$ cat src/rtl/canny_pkg.sv
// Shared Canny pipeline types: transmitter FSM states, output geometry and a counter-width helper.
`ifndef IM_WIDTH
`define IM_WIDTH 10
`endif
`ifndef IM_HEIGHT
`define IM_HEIGHT 8
`endif

package canny_pkg;

    typedef enum logic [1:0] {
        IDLE   = 2'd0,
        ACTIVE = 2'd1,
        DRAIN  = 2'd2,
        DONE   = 2'd3
    } tx_state_t;

    // Three 3x3 stages each trim one pixel from every border.
    localparam int OUT_W = `IM_WIDTH - 6;
    localparam int OUT_H = `IM_HEIGHT - 6;

    // Bits needed to hold the value n (minimum 1).
    function automatic int cnt_w(input int n);
        int w;
        w = 1;
        while ((1 << w) <= n) w++;
        return w;
    endfunction

endpackage

$ cat src/rtl/edge_stream_tx_if.sv
// Pixel input handshake plus framed output stream of the edge transmitter.
interface edge_stream_tx_if #(
    parameter int NBIT = 8
);
    logic [NBIT-1:0] i_pixel;
    logic            i_pixel_valid;
    logic            o_pixel_ready;
    logic [NBIT-1:0] o_tdata;
    logic            o_tvalid;
    logic            i_tready;
    logic            o_tuser;
    logic            o_tlast;

    modport slave (
        input  i_pixel, i_pixel_valid, i_tready,
        output o_pixel_ready, o_tdata, o_tvalid, o_tuser, o_tlast
    );

    modport master (
        output i_pixel, i_pixel_valid, i_tready,
        input  o_pixel_ready, o_tdata, o_tvalid, o_tuser, o_tlast
    );
endinterface

$ cat src/rtl/sync_fifo.sv
// Single-clock FIFO with show-ahead head word; zero read latency, writes ignored when full.
// Pointers carry one extra wrap bit so full and empty are distinguished without a counter.
module sync_fifo #(
    parameter int NBIT  = 8,
    parameter int DEPTH = 4
) (
    input  logic            clk,
    input  logic            rst_n,
    input  logic            wr_en,
    input  logic [NBIT-1:0] wr_dat,
    input  logic            rd_en,
    output logic [NBIT-1:0] rd_dat,
    output logic            full,
    output logic            empty
);
    localparam int AW = $clog2(DEPTH);

    logic [NBIT-1:0] mem [DEPTH];
    logic [AW:0]     wr_ptr;
    logic [AW:0]     rd_ptr;

    assign empty  = (wr_ptr == rd_ptr);
    assign full   = (wr_ptr[AW] != rd_ptr[AW]) && (wr_ptr[AW-1:0] == rd_ptr[AW-1:0]);
    assign rd_dat = mem[rd_ptr[AW-1:0]];

    always_ff @(posedge clk) begin
        if (!rst_n) begin
            wr_ptr <= '0;
            rd_ptr <= '0;
        end else begin
            if (wr_en && !full)  wr_ptr <= wr_ptr + 1'b1;
            if (rd_en && !empty) rd_ptr <= rd_ptr + 1'b1;
        end
    end

    always_ff @(posedge clk) begin
        if (wr_en && !full) mem[wr_ptr[AW-1:0]] <= wr_dat;
    end
endmodule

$ cat src/rtl/edge_stream_tx.sv
// Buffers thresholded pixels and re-emits them as a framed raster (tuser=SOF, tlast=EOL); 2-cycle latency.
// Input ready depends only on state and FIFO fullness; a stalled output beat holds stable.
module edge_stream_tx
    import canny_pkg::*;
#(
    parameter int NBIT       = 8,
    parameter int OUT_WIDTH  = OUT_W,
    parameter int OUT_HEIGHT = OUT_H,
    parameter int FIFO_DEPTH = 4
) (
    input  logic             i_clk,
    input  logic             i_rst_n,
    input  logic             i_frame_start,
    edge_stream_tx_if.slave  bus,
    output logic             o_frame_done,
    output logic             o_busy
);
    localparam int TOTAL = OUT_WIDTH * OUT_HEIGHT;
    localparam int IN_W  = cnt_w(TOTAL);
    localparam int CW    = cnt_w(OUT_WIDTH - 1);
    localparam int RW    = cnt_w(OUT_HEIGHT - 1);

    tx_state_t       state, state_nxt;
    logic [IN_W-1:0] in_cnt;
    logic [CW-1:0]   col, ld_col;
    logic [RW-1:0]   row, ld_row;
    logic            pixel_ready;
    logic            fifo_wr, fifo_rd, fifo_full, fifo_empty;
    logic [NBIT-1:0] fifo_dat;
    logic            out_vld, out_usr, out_lst;
    logic [NBIT-1:0] out_dat;
    logic            out_acc, start_acc, last_in;

    assign start_acc = (state == IDLE) && i_frame_start;
    assign fifo_wr   = bus.i_pixel_valid && pixel_ready;
    assign last_in   = fifo_wr && (in_cnt == IN_W'(TOTAL - 1));
    assign out_acc   = out_vld && bus.i_tready;
    assign fifo_rd   = !fifo_empty && (!out_vld || out_acc);

    sync_fifo #(.NBIT(NBIT), .DEPTH(FIFO_DEPTH)) u_fifo (
        .clk    (i_clk),
        .rst_n  (i_rst_n),
        .wr_en  (fifo_wr),
        .wr_dat (bus.i_pixel),
        .rd_en  (fifo_rd),
        .rd_dat (fifo_dat),
        .full   (fifo_full),
        .empty  (fifo_empty)
    );

    always_ff @(posedge i_clk) begin
        if (!i_rst_n) state <= IDLE;
        else          state <= state_nxt;
    end

    always_comb begin
        state_nxt = state;
        case (state)
            IDLE:    if (i_frame_start) state_nxt = ACTIVE;
            ACTIVE:  if (last_in) state_nxt = DRAIN;
            DRAIN:   if (fifo_empty && (!out_vld || out_acc)) state_nxt = DONE;
            DONE:    state_nxt = IDLE;
            default: state_nxt = IDLE;
        endcase
    end

    always_comb begin
        pixel_ready  = (state == ACTIVE) && !fifo_full;
        o_frame_done = (state == DONE);
        o_busy       = (state != IDLE);
    end

    // col/row track the beat in (or next into) the output register; the loaded
    // beat's position is the post-accept value so markers line up with the data.
    always_comb begin
        ld_col = col;
        ld_row = row;
        if (out_acc) begin
            if (col == CW'(OUT_WIDTH - 1)) begin
                ld_col = '0;
                ld_row = (row == RW'(OUT_HEIGHT - 1)) ? '0 : row + 1'b1;
            end else begin
                ld_col = col + 1'b1;
            end
        end
    end

    always_ff @(posedge i_clk) begin
        if (!i_rst_n || start_acc) begin
            in_cnt <= '0;
            col    <= '0;
            row    <= '0;
        end else begin
            if (fifo_wr) in_cnt <= in_cnt + 1'b1;
            col <= ld_col;
            row <= ld_row;
        end
    end

    always_ff @(posedge i_clk) begin
        if (!i_rst_n) begin
            out_vld <= 1'b0;
            out_dat <= '0;
            out_usr <= 1'b0;
            out_lst <= 1'b0;
        end else if (fifo_rd) begin
            out_vld <= 1'b1;
            out_dat <= fifo_dat;
            out_usr <= (ld_col == '0) && (ld_row == '0);
            out_lst <= (ld_col == CW'(OUT_WIDTH - 1));
        end else if (out_acc) begin
            out_vld <= 1'b0;
            out_usr <= 1'b0;
            out_lst <= 1'b0;
        end
    end

    assign bus.o_pixel_ready = pixel_ready;
    assign bus.o_tvalid      = out_vld;
    assign bus.o_tdata       = out_dat;
    assign bus.o_tuser       = out_usr;
    assign bus.o_tlast       = out_lst;
endmodule

$ cat src/flat_wrapper.sv
// flat-port wrapper written by rule: the top's interface ports become plain ports
module edge_stream_tx_flat import canny_pkg::*;
#(
    parameter int NBIT       = 8,
    parameter int OUT_WIDTH  = OUT_W,
    parameter int OUT_HEIGHT = OUT_H,
    parameter int FIFO_DEPTH = 4
)
  (i_clk, i_rst_n, i_frame_start, o_frame_done, o_busy, bus_i_pixel, bus_i_pixel_valid, bus_i_tready, bus_o_pixel_ready, bus_o_tdata, bus_o_tvalid, bus_o_tuser, bus_o_tlast);
  edge_stream_tx_if #(.NBIT(NBIT)) bus_i ();
  input  logic i_clk;
  input  logic i_rst_n;
  input  logic i_frame_start;
  output logic o_frame_done;
  output logic o_busy;
  input wire logic [$bits(bus_i.i_pixel)-1:0] bus_i_pixel;
  input wire logic [$bits(bus_i.i_pixel_valid)-1:0] bus_i_pixel_valid;
  input wire logic [$bits(bus_i.i_tready)-1:0] bus_i_tready;
  output wire logic [$bits(bus_i.o_pixel_ready)-1:0] bus_o_pixel_ready;
  output wire logic [$bits(bus_i.o_tdata)-1:0] bus_o_tdata;
  output wire logic [$bits(bus_i.o_tvalid)-1:0] bus_o_tvalid;
  output wire logic [$bits(bus_i.o_tuser)-1:0] bus_o_tuser;
  output wire logic [$bits(bus_i.o_tlast)-1:0] bus_o_tlast;
  assign bus_i.i_pixel = bus_i_pixel;
  assign bus_i.i_pixel_valid = bus_i_pixel_valid;
  assign bus_i.i_tready = bus_i_tready;
  assign bus_o_pixel_ready = bus_i.o_pixel_ready;
  assign bus_o_tdata = bus_i.o_tdata;
  assign bus_o_tvalid = bus_i.o_tvalid;
  assign bus_o_tuser = bus_i.o_tuser;
  assign bus_o_tlast = bus_i.o_tlast;
  edge_stream_tx #(.NBIT(NBIT), .OUT_WIDTH(OUT_WIDTH), .OUT_HEIGHT(OUT_HEIGHT), .FIFO_DEPTH(FIFO_DEPTH)) u_core (.i_clk(i_clk), .i_rst_n(i_rst_n), .i_frame_start(i_frame_start), .bus(bus_i), .o_frame_done(o_frame_done), .o_busy(o_busy));
endmodule
$ cat config.mk
export PLATFORM = sky130hd
export DESIGN_NAME = edge_stream_tx_flat
export DESIGN_NICKNAME = d
export VERILOG_FILES = /design/src/rtl/canny_pkg.sv /design/src/rtl/edge_stream_tx_if.sv /design/src/rtl/sync_fifo.sv /design/src/rtl/edge_stream_tx.sv /design/src/flat_wrapper.sv
export SDC_FILE = /design/constraint.sdc
export NUM_CORES = 1
export LEC_CHECK = 0
export CAP_MARGIN = 20
export CELL_PAD_IN_SITES_DETAIL_PLACEMENT = 0
export CELL_PAD_IN_SITES_GLOBAL_PLACEMENT = 1
export CORE_ASPECT_RATIO = 0.8
export CORE_MARGIN = 5
export CORE_UTILIZATION = 49
export CTS_CLUSTER_DIAMETER = 30
export DETAILED_ROUTE_END_ITERATION = 8
export GPL_TIMING_DRIVEN = 1
export PLACE_DENSITY_LB_ADDON = 0.1
export SYNTH_ARGS = -nofsm -noshare
export SYNTH_HDL_FRONTEND = slang
export SYNTH_SLANG_ARGS = --single-unit
$ cat constraint.sdc
create_clock -name i_clk -period 5.4 [get_ports i_clk]
set_input_delay 0.81 -clock i_clk [delete_from_list [all_inputs] [get_ports i_clk]]
set_output_delay 0.81 -clock i_clk [all_outputs]
set_load 0.03 [all_outputs]
==> results of run 1 <==
-- power by group through the flow --
stage	registers (mW)	clock network, mW	logic (mW)
after floorplan	0.631	0	0.284
after global placement	0.590	0	0.450
after detailed placement	0.595	0	0.465
after CTS	0.587	0.400	0.467
after global routing	0.595	0.421	0.499
final	0.585	0.391	0.459
-- Yosys cell counts (all sizes together) (5+ instances only) --
cell type  number  area share [%]
mux4            8             7.1
o21ai           6             1.2
nand3           5            0.99
and2            5             1.2
inv             6            0.89
edfxtp         32              38
nor2b          10             2.5
nand2          10             1.5
mux2i          13             5.2
ha             12             6.0
dfxtp          26              21
xor2            8             3.4
-- worst max-delay path, stage by stage (launching register included) --
cell,delay (ps)
dfxtp_1,850
xor2_2,240
o31a_2,400
clkdlybuf4s50_1,600
-- sequential cells by signal (all words and copies together), names as in the netlist --
name and flops:
u_core.u_fifo.rd_ptr 3, u_core.u_fifo.mem 32, u_core.bus.o_tuser 1, u_core.in_cnt 4
u_core.col 2, u_core.bus.o_tvalid 1, u_core.row 1, u_core.bus.o_tdata 8
u_core.bus.o_tlast 1, u_core.u_fifo.wr_ptr 3, u_core.state 2
-- per-layer routing --
metal | GRT usage, % | up-vias | part of all wire (%)
li1 | - | 734 | -
met1 | 18.1 | 757 | 43
met2 | 26.4 | 43 | 49
met3 | 6.47 | 6 | 6.2
met4 | 3.97 | 0 | 1.2
met5 | 0 | - | 0
-- per-stage QoR --
stage | hold WS, ps | instances | instance area [um2] | setup WS (ps)
floorplan | 458 | 182 | 2520 | 3570
global placement | 472 | 265 | 2840 | 2520
detailed placement | 488 | 265 | 2840 | 2470
CTS | 499 | 281 | 3030 | 2090
global route | 518 | 281 | 3030 | 1970
finish | 498 | 281 | 3030 | 2150
-- kinds of logic (layout without fill, tap and decap cells) --
kind of cell | count (synthesis) | after routing | share of synthesized area [%]
fa+ha+maj | 12 | 12 | 5.95
mux | 21 | 21 | 12.3
flops | 58 | 58 | 58.7
xor+xnor | 12 | 12 | 4.76
compound gates | 20 | 20 | 5.75
buf+inv | 12 | 49 | 2.18
simple gates | 47 | 47 | 10.3
-- final timing paths --
path	cells after the start	start	end	slack [ps]
worst max-delay path	3	u_core.u_fifo.rd_ptr[0]$_SDFFE_PN0P_	bus_o_pixel_ready	2150
worst min-delay path	2	u_core.bus.o_tlast$_SDFFE_PN0P_	u_core.bus.o_tlast$_SDFFE_PN0P_	500
worst max register to register	4	u_core.u_fifo.rd_ptr[0]$_SDFFE_PN0P_	u_core.bus.o_tuser$_SDFFE_PN0P_	3010
worst min register to register	2	u_core.bus.o_tlast$_SDFFE_PN0P_	u_core.bus.o_tlast$_SDFFE_PN0P_	500
-- final cells by class --
class                      count  area (um2)  share of cell area [%]
clock buffer                   9         124                    4.09
clock inverter                 7        68.8                    2.27
inverter                       6        22.5                   0.744
multi-input combinational    112         986                    32.6
sequential                    58        1480                    48.9
tap                           62        77.6                    2.56
timing repair buffer          27         268                    8.84
==> out/metrics.yaml, run 1 <==
setup_path:
  critPathLaunchType: "flip-flop"
  critPathKind: "flip-flop to output port"
  cp_data_arrival_time_ps: 2440
  critPathMaxFanout: 12
  end_kind: "output port"
  critPathRequiredTime_ps: 4590
sta:
  slew_headroom_pct: 43.7
  skew_ps: 6.19
  rsz0062_at_grt: "false"
  worstMarginPinSlew_ps: 844
  min_period_ps: 3250
  hold_viol: 0
  final_max_slew_viol_count: 0
  clock.fmax_ghz: 0.308
  finalCritPeriodShare_pct: 60.1
  final-setup-viol-count: 0
  tns_ps: 0
synth:
  syn_area_mm2: 0.00252
  syn_area_per_cell_um2: 13.9
  async_flop_share_pct: 0
  synthesis.nets: 207
  synth-seq-cells: 58
  synth_cell_type_count: 37
  netlist_instances: 182
  synth_edf_count: 32
  ys_warn_count: 0
  synth_seq_area_share_pct: 58.7
  synth_ff_type: "edfxtp_1"
clock_tree:
  cts_tree: "yes"
  post_cts_buffers: 0
  cts_hold_buffers: 0
  htree_levels: 3
  cts_resized: 0
  clockRootBuffer: "clkbuf_8"
  numCtsBuffers: 9
  clock_latency_ps: 340
  clockBufferDepth: 2
  cts_sinks: 58
  clk_pin_slew_worst_paths_ps: 70
route:
  first_pass_iters: 4
  vias: 1540
  drt-wirelength-per-cell_um: 16.5
  drtAntennaViolNets: 0
  drcViolationCount: 0
  wl_um: 4640
  drt_iter0_drc: 91
  viasPerCell: 5.48
power:
  p_switching_uw: 485
  clkPwrFrac_pct: 27.3
  p_sw_share_pct: 33.8
  powerDensity_mw_per_mm2: 474
  p_int_uw: 950
  peakVddDrop_mv: 0.280
  combPwrFrac_pct: 32.0
  seqPwrFrac_pct: 40.8
  p_total_mw: 1.44
  power.leakage_nw: 1.09
cells_and_area:
  layout_commonest_cell: "edfxtp_1"
  final_cell_mix: "edfxtp_1 (32), clkdlybuf4s50_1 (26), dfxtp_1 (26)"
  diodes: 0
  finish.utilization_pct: 60.5
  area_delta_synth_final_pct: 20.0
  nets: 239
  nFillCells: 412
  drive_above_1_share_pct: 13.7
grt:
  grt_max_degree: 25
  grt-ovfl-total: 0
  grt_pass1_wl_um: 7760
  antenna_found_initial: 0
  grt_pass1_vias: 1578
  track_usage_pct: 15.3
floorplanning:
  die_area_mm2: 0.00669
  start_util_pct: 50.4
  core-area_mm2: 0.00501
  fp-row-count: 23
  boundaryPins: 27
  die_y_um: 74.2
  fp.dieW_um: 90.2
run:
  maxCapViolations: 0
place:
  hpwl_um: 3140
  io_buffer_count: 26
  place_congestion: 0.767
worst_hold_path:
  hold_path_class: "flip-flop to flip-flop"
status:
  status: "completed"
(Power assumes the default switching activity.)
==> run 2, diff against run 1 <==
--- a/config.mk
+++ b/config.mk
@@ -10,7 +10,7 @@
 export CELL_PAD_IN_SITES_GLOBAL_PLACEMENT = 1
 export CORE_ASPECT_RATIO = 0.8
 export CORE_MARGIN = 5
-export CORE_UTILIZATION = 49
+export CORE_UTILIZATION = 41
 export CTS_CLUSTER_DIAMETER = 30
 export DETAILED_ROUTE_END_ITERATION = 8
 export GPL_TIMING_DRIVEN = 1
==> constraint.sdc (replaced) <==
create_clock -name i_clk -period 2.65 [get_ports i_clk]
set_input_delay 0.3975 -clock i_clk [delete_from_list [all_inputs] [get_ports i_clk]]
set_output_delay 0.3975 -clock i_clk [all_outputs]
set_load 0.03 [all_outputs]
==> run 2 against run 1 <==
  * Final cell count rose by 8.2%
  * Flip-flop and latch count unchanged
  * Utilization is 7.9 points lower
  * Global-route usage fell by 1.5 points
  * Clock-buffer cell count rose by 1
  * First-iteration DRC count decreased by 56%
  * Critical path type unchanged
==> out/metrics.yaml, run 2 (synthesis gave the netlist of run 1 again) <==
setup_path:
  path_cells: "xnor2_1, o31a_2, clkdlybuf4s50_1"
  critPathTopFamily: "buffers and inverters"
  critPathLaunchType: "flip-flop"
  cp_slowest_cell: "clkdlybuf4s50_1"
  cp_data_arrival_time_ps: 2040  # -400 ps
  crit_path_max_incr_delay_ps: 680  # -170 ps
  critPathMaxFanout: 5  # -7
  cp_num_buf_inv: 1  # unchanged
  end_kind: "output port"
  critPathKind: "flip-flop to output port"
  critPathRequiredTime_ps: 2250  # -2340 ps
sta:
  final-setup-viol-count: 0  # unchanged
  final_max_slew_viol_count: 0  # unchanged
  hold_viol: 0  # unchanged
  worstMarginPinSlew_ps: 663  # -181 ps
  min_period_ps: 2430
  rsz0062_at_grt: "false"
  clock.fmax_ghz: 0.411
  finalCritPeriodShare_pct: 91.8
  tns_ps: 0  # unchanged
  slew_headroom_pct: 55.8  # +12 points
  skew_ps: 7.44  # +1.25 ps
  finalWorstSetupSlack_ps: 216  # -1940 ps
route:
  first_pass_iters: 4  # unchanged
  drtAntennaViolNets: 0  # unchanged
  viasPerCell: 4.98  # -9.2%
  wl_um: 4890  # +5.5%
  drt-wirelength-per-cell_um: 16.1  # -2.5%
  vias: 1513  # -1.8%
  drcViolationCount: 0  # unchanged
  drt_iter0_drc: 40  # -56%
clock_tree:
  cts_sinks: 58  # unchanged
  cts_hold_buffers: 0  # unchanged
  cts_tree: "yes"
  cts_resized: 0  # unchanged
  htree_levels: 3  # unchanged
  numCtsBuffers: 9  # unchanged
  clock_latency_ps: 340  # about the same
  post_cts_buffers: 0  # unchanged
  clk_pin_slew_worst_paths_ps: 70  # about the same
  clockBufferDepth: 2  # unchanged
  clockRootBuffer: "clkbuf_8"
floorplanning:
  start_util_pct: 42.4  # -7.9 points
  boundaryPins: 27  # unchanged
  die_area_mm2: 0.00783  # +17%
  fp-row-count: 25  # +8.7%
  die_y_um: 80.2  # +8.1%
  fp.dieW_um: 97.7  # +8.3%
  core-area_mm2: 0.00594  # +19%
place:
  hpwl_um: 3370  # +7.3%
  placed_area_mm2: 0.00289  # +1.9%
  place_congestion: 0.795  # +3.7%
  io_buffer_count: 26  # unchanged
  pre_cts_ws_ps: 452  # -2020 ps
cells_and_area:
  layout_commonest_cell: "edfxtp_1"
  final_area_mm2: 0.00312  # +3.1%
  largest_reg_flops: 32  # unchanged
  area_delta_synth_final_pct: 23.8
  nets: 243  # +1.7%
  diodes: 0  # unchanged
  drive_above_1_share_pct: 13.9  # +0.20 points
  final_cell_mix: "edfxtp_1 (32), clkdlybuf4s50_1 (26), dfxtp_1 (26)"
grt:
  grt-ovfl-total: 0  # unchanged
  grt_max_degree: 22  # -12%
  grt_pass1_wl_um: 8020  # +3.5%
  antenna_found_initial: 0  # unchanged
  track_usage_pct: 13.8  # -1.5 points
  grt_pass1_vias: 1593  # +0.95%
power:
  power.leakage_nw: 1.13  # +3.4%
  peakVddDrop_mv: 0.552  # +97%
  powerDensity_mw_per_mm2: 999  # +110%
worst_hold_path:
  hold_path_class: "flip-flop to flip-flop"
status:
  status: "completed"
run:
  maxCapViolations: 0  # unchanged
run 2: cell types whose count changed in the layout (fill, tap and decap cells not counted), sizes merged:
cell,previous run,this run
inv,7,6
buf,1,5
clkinv,3,2
clkbuf,9,10
bufinv,1,3
clkinvlp,2,1
run 2: path summary, 6_finish.rpt:
kind | startpoint | endpoint | slack (ps) | depth (start not counted)
max | u_core.u_fifo.wr_ptr[2]$_SDFFE_PN0P_ | bus_o_pixel_ready | 220 | 3
min reg2reg | u_core.col[1]$_SDFF_PP0_ | u_core.col[1]$_SDFF_PP0_ | 490 | 2
min | u_core.col[1]$_SDFF_PP0_ | u_core.col[1]$_SDFF_PP0_ | 490 | 2
max reg2reg | u_core.u_fifo.wr_ptr[2]$_SDFFE_PN0P_ | u_core.u_fifo.mem[2][0]$_DFFE_PP_ | 770 | 3
run 2: cell type report:
| cell class | instances | area (um2) |
|---|---|---|
| tap | 81 | 101 |
| sequential | 58 | 1480 |
| clock inverter | 6 | 105 |
| multi-input combinational | 112 | 986 |
| inverter | 6 | 22.5 |
| timing repair buffer | 31 | 298 |
| clock buffer | 10 | 128 |
| fill | 520 | 2820 |
run 2: per-stage QoR:
step	power, mW	instances	hold WS [ps]	util (%)
finish	3.12	304	487	52.5
global route	3.29	304	516	52.5
CTS	3.16	304	490	52.5
detailed placement	2.19	288	478	48.6
global placement	2.16	288	473	48.6
floorplan	1.86	182	458	-
run 2: report_power, final:
group / total, mW / leakage [nW] / internal, mW / switching (mW)
logic: 1.01 / 0.515 / 0.455 / 0.555
clock network: 0.954 / 0.112 / 0.618 / 0.336
registers: 1.15 / 0.500 / 1.07 / 0.0814
run 2: worst register-to-register path, stage by stage, from the launching register on:
cell	delay, ps
dfxtp_1	350
xnor2_1	420
o31a_2	260
and3_1	490
run 2: per-layer routing:
metal	wire length [um]	global-route usage, %	vias to the layer above
li1	-	-	742
met1	2220	16.0	736
met2	2370	23.0	26
met3	209	5.73	9
met4	85	5.39	0
met5	0	0	-
